===== config.mk =====
export PLATFORM = sky130hd
export DESIGN_NAME = emitir_pin
export DESIGN_NICKNAME = d
export VERILOG_FILES = /design/src/rtl/emitir_pin.sv
export SDC_FILE = /design/constraint.sdc
export NUM_CORES = 1
export LEC_CHECK = 0
export ABC_AREA = 1
export CAP_MARGIN = 25
export CELL_PAD_IN_SITES_DETAIL_PLACEMENT = 1
export CELL_PAD_IN_SITES_GLOBAL_PLACEMENT = 1
export CORE_AREA = 2 2 68 70
export DETAILED_ROUTE_END_ITERATION = 12
export DIE_AREA = 0 0 70 72
export PLACE_DENSITY_LB_ADDON = 0.25
export SYNTH_ARGS = -nofsm -noshare
export SYNTH_HDL_FRONTEND = slang
export SYNTH_SLANG_ARGS = --single-unit

===== constraint.sdc =====
create_clock -name clk -period 1.9 [get_ports clk]
set_clock_uncertainty 0.15 [all_clocks]
set_input_delay 0.475 -clock clk [delete_from_list [all_inputs] [get_ports clk]]
set_output_delay 0.475 -clock clk [all_outputs]
set_load 0.02 [all_outputs]

===== src/rtl/emitir_pin.sv =====
// PIN key emitter: replays a latched 4-digit PIN as timed key strobes (digit4 first).
// Optional terminator key is compiled in with EMITIR_PIN_ENTER_EN.
package emitir_pin_pkg;
  typedef struct packed {
    logic       status;
    logic [3:0] digit4;
    logic [3:0] digit3;
    logic [3:0] digit2;
    logic [3:0] digit1;
  } pinPac_t;
endpackage

module emitir_pin
  import emitir_pin_pkg::*;
#(
  parameter int         GAP_CYCLES = 2,
  parameter logic [3:0] ENTER_CODE = 4'hF
) (
  input  logic       clk,
  input  logic       rst,
  input  logic       start,
  input  pinPac_t    pin_in,
  output logic       key_valid,
  output logic [3:0] key_code,
  output logic       busy,
  output logic       done,
  output logic       error
);

  typedef enum logic [1:0] {IDLE, KEY, GAP, FINISH} state_t;

`ifdef EMITIR_PIN_ENTER_EN
  localparam logic [2:0] LAST_IDX = 3'd4;
`else
  localparam logic [2:0] LAST_IDX = 3'd3;
`endif
  localparam logic [3:0] GAP_INIT = 4'(GAP_CYCLES - 1);

  state_t      state;
  logic [15:0] latch;
  logic [2:0]  idx;
  logic [3:0]  gap_cnt;

  logic [3:0] lat_digit [4];
  logic [2:0] nidx;
  logic [3:0] next_code;
  logic       next_bad;

  // lat_digit[0] is digit4 (oldest key), lat_digit[3] is digit1
  for (genvar gi = 0; gi < 4; gi++) begin : g_dig
    assign lat_digit[gi] = latch[15-4*gi -: 4];
  end

  always_comb begin
    nidx      = idx + 3'd1;
    next_code = lat_digit[nidx[1:0]];
    next_bad  = 1'b0;
    if (nidx == 3'd4) begin
      next_code = ENTER_CODE;
    end else if (next_code > 4'd9) begin
      next_bad = 1'b1;
    end
  end

  always_ff @(posedge clk or posedge rst) begin
    if (rst) begin
      state     <= IDLE;
      latch     <= '0;
      idx       <= '0;
      gap_cnt   <= '0;
      key_valid <= 1'b0;
      key_code  <= 4'h0;
      busy      <= 1'b0;
      done      <= 1'b0;
      error     <= 1'b0;
    end else begin
      key_valid <= 1'b0;
      key_code  <= 4'h0;
      done      <= 1'b0;
      error     <= 1'b0;
      case (state)
        IDLE: begin
          if (start) begin
            if (pin_in.status) begin
              latch <= {pin_in.digit4, pin_in.digit3, pin_in.digit2, pin_in.digit1};
              idx   <= '0;
              state <= KEY;
              // outputs are registered, so the first key is launched on the accepting edge
              if (pin_in.digit4 <= 4'd9) begin
                key_valid <= 1'b1;
                key_code  <= pin_in.digit4;
                busy      <= 1'b1;
              end else begin
                error <= 1'b1;
              end
            end else begin
              error <= 1'b1;
            end
          end
        end
        KEY: begin
          if (error) begin
            state <= IDLE;
          end else begin
            state   <= GAP;
            gap_cnt <= GAP_INIT;
          end
        end
        GAP: begin
          if (gap_cnt != 4'd0) begin
            gap_cnt <= gap_cnt - 4'd1;
          end else if (idx == LAST_IDX) begin
            state <= FINISH;
            done  <= 1'b1;
          end else begin
            idx   <= nidx;
            state <= KEY;
            if (next_bad) begin
              error <= 1'b1;
              busy  <= 1'b0;
            end else begin
              key_valid <= 1'b1;
              key_code  <= next_code;
            end
          end
        end
        FINISH: begin
          busy  <= 1'b0;
          state <= IDLE;
        end
        default: state <= IDLE;
      endcase
    end
  end

endmodule


==> reports/summary.md <==
- result of the run: completed
- slowest cell on the critical path: sky130_fd_sc_hd__clkdlybuf4s50_1
- leading cell type in the layout, fill and taps excluded: sky130_fd_sc_hd__nand2_1
- number of search-and-repair iterations in the first detailed-routing pass: 4
- pin count of the biggest net entering global routing: 34
- power density relative to cell area: 1430 nW/um2
- horizontal extent of the die: 70 um
- core outline area: 4260 um2
- Final Cell Area: 2090 um2
- Vias per Instance: 4.80
- # H-tree levels: 2
- HPWL after detailed placement: 2920 um
- clock tree root driver cell: sky130_fd_sc_hd__clkbuf_8
- global route overflow: 0
- instance area at placement: 2000 um2
- effective utilization at floorplan: 37.3%
- syn_area_per_cell: 8.25 um2
- FP Rows: 24
- Die Area: 5040 um2
- arrival time of the worst setup path: 1230 ps
- number of max-cap violations: 0
- routed wirelength normalized by instance count: 13.3 um
- maximum VDD drop: 0.592 mV
- aggregate global-route resource usage: 16.6%
- top fanout value on the critical path: 2
- final critical-path share of the clock period: 97.5%
- total DRC errors in the routed layout: 0
- cell family contributing the most delay on the critical path: buffers and inverters
- height of the die: 72 um
- placer's final routability congestion estimate: 0.769
- proportion of synthesized chip area in sequential cells: 51.9%
- worst setup path category: reg -> out
- wire length of the first global-routing pass: 6560 um
- post-layout power: 2980 uW
- via count of the first global-routing pass: 1421
- Synth Warn #: 0
- first-iteration detailed-routing DRC count: 59
- Max Buffers Root-to-Sink: 2
- Post-Synthesis Cells: 193
- required arrival time at the worst endpoint: 1270 ps
- Antenna Diode Count: 0
- nets in the synthesized netlist: 216
- number of flip-flops and latches in the synthesized netlist: 33
- delay of the slowest cell on the worst path: 600 ps
- # Post-CTS Setup Buffers: 0
- hold violation total from the final report: 0
- most frequent cells in the layout: sky130_fd_sc_hd__nand2_1, sky130_fd_sc_hd__dfrtp_1, sky130_fd_sc_hd__clkdlybuf4s50_1
- initial antenna violation count: 0
- TritonCTS clock tree: done
- Final Setup Violations: 0
- TritonCTS sink count: 33
- routed vias: 1357
- unique cell type count in the Yosys netlist: 27
- fraction of layout instances using a drive strength above 1: 12.1%
- highest clock rate: 540 MHz
- later-pin clock latency in the skew report: 280 ps
- final-report max-slew violation count: 0
- kind of path behind the tightest hold check: reg -> reg
- clock buffers created by TritonCTS: 5
- Buf/Inv on CP: 1
- RSZ-0062 raised after global routing: false
- number of hold-repair buffers added at the cts stage: 0
- register clock-pin slew on the reported worst setup and hold paths: 70 ps
- # port buffers: 27
- crit path capture type: output port
- antenna-violating nets left: 0
- Critical Path Start Type: flip-flop
- synthesis-to-finish area growth: 31.2%
- Total Routed Length: 3780 um
- cell breakdown of the critical path: clkdlybuf4s50_1
- clock period minus final worst setup slack: 1850 ps
- post-CTS sizing: 0
- I/O pin count: 28
- Slew @ Worst Pin: 234 ps
- worst relative slew slack: 84.4%
- combined area of all synthesized cells: 1590 um2
- leakage power of the design: 0.00105 uW
- Layout Nets: 254
[worst paths after layout]
| path | from | to | slack (ps) | cells after the start |
|---|---|---|---|---|
| setup / recovery | busy | busy | 50 | 1 |
| hold / removal | lat_digit[5] | lat_digit[5] | 320 | 2 |
| setup reg to reg | idx[1] | busy | 150 | 10 |
| hold reg to reg | lat_digit[5] | lat_digit[5] | 320 | 2 |
| max in group asynchronous | rst | lat_digit[1] | 1030 | 3 |
| min in group asynchronous | rst | gap_cnt[2] | 370 | 3 |
[report_power, final]
part / internal [uW] / total (uW) / switching [uW]
sequential: 961 / 1120 / 157
clock: 287 / 533 / 246
combinational: 513 / 1330 / 813
total: 1760 / 2980 / 1220
[metal layers]
| layer | track usage (%) | part of all wire, % |
|---|---|---|
| met5 | 0 | 0 |
| met4 | 5.13 | 1.6 |
| met3 | 4.17 | 3.0 |
| met2 | 28.9 | 50 |
| met1 | 20.4 | 45 |
[cell type report]
cell class              instances  area [um2]
fillers                       517        2180
multi-input cells             136         654
inverters                      21        83.8
clock buffers                   7        86.3
well taps                      52        65.1
repair buffers                 34         373
flip-flops and latches         33         826
[kinds of logic after synthesis]
group	count (synthesis)	synth area share, %
compound gates	19	7.39
fa+ha+maj	3	2.36
buf+inv	24	7.15
flops	33	51.9
simple gates	114	31.2
[registers in the layout, indices dropped and copies added, names as in the netlist]
| name | count |
|---|---|
| busy | 1 |
| done | 1 |
| error | 1 |
| gap_cnt | 4 |
| idx | 3 |
| key_code | 4 |
| key_valid | 1 |
| lat_digit | 16 |
| state | 2 |
[Yosys cell counts (all sizes together)]
| library cell | n | area share (%) |
|---|---|---|
| nand3 | 12 | 4.1 |
| nor2 | 13 | 4.2 |
| ha | 3 | 2.4 |
| nor3 | 2 | 1.3 |
| o21a | 1 | 0.47 |
| buf | 3 | 1.9 |
| o31ai | 1 | 0.47 |
| inv | 21 | 5.3 |
| o21ai | 10 | 3.4 |
| or2 | 1 | 0.39 |
| o22ai | 4 | 1.6 |
| nand2 | 85 | 20 |
| o21bai | 1 | 0.47 |
| a21boi | 1 | 0.71 |
| nor3b | 1 | 0.79 |
| a21oi | 1 | 0.31 |
| dfrtp | 33 | 52 |
[worst min-delay path, stage by stage, from the launching register on]
cell and delay (ps):
sky130_fd_sc_hd__dfrtp_1 340, sky130_fd_sc_hd__nand2_1 50, sky130_fd_sc_hd__nand2_1 50
[metrics by stage]
step | std cells | utilization (%) | setup WS [ps] | setup TNS (ps) | hold WS, ps
floorplan | 193 | - | 381 | 0 | 287
global placement | 276 | 46.9 | 16.4 | 0 | 305
detailed placement | 276 | 46.9 | -35.0 | -86.1 | 312
CTS | 283 | 48.9 | 31.4 | 0 | 330
global route | 283 | 49.0 | 1.34 | 0 | 350
finish | 283 | 49.0 | 47.4 | 0 | 323
Power figures use the tool's default switching activity.
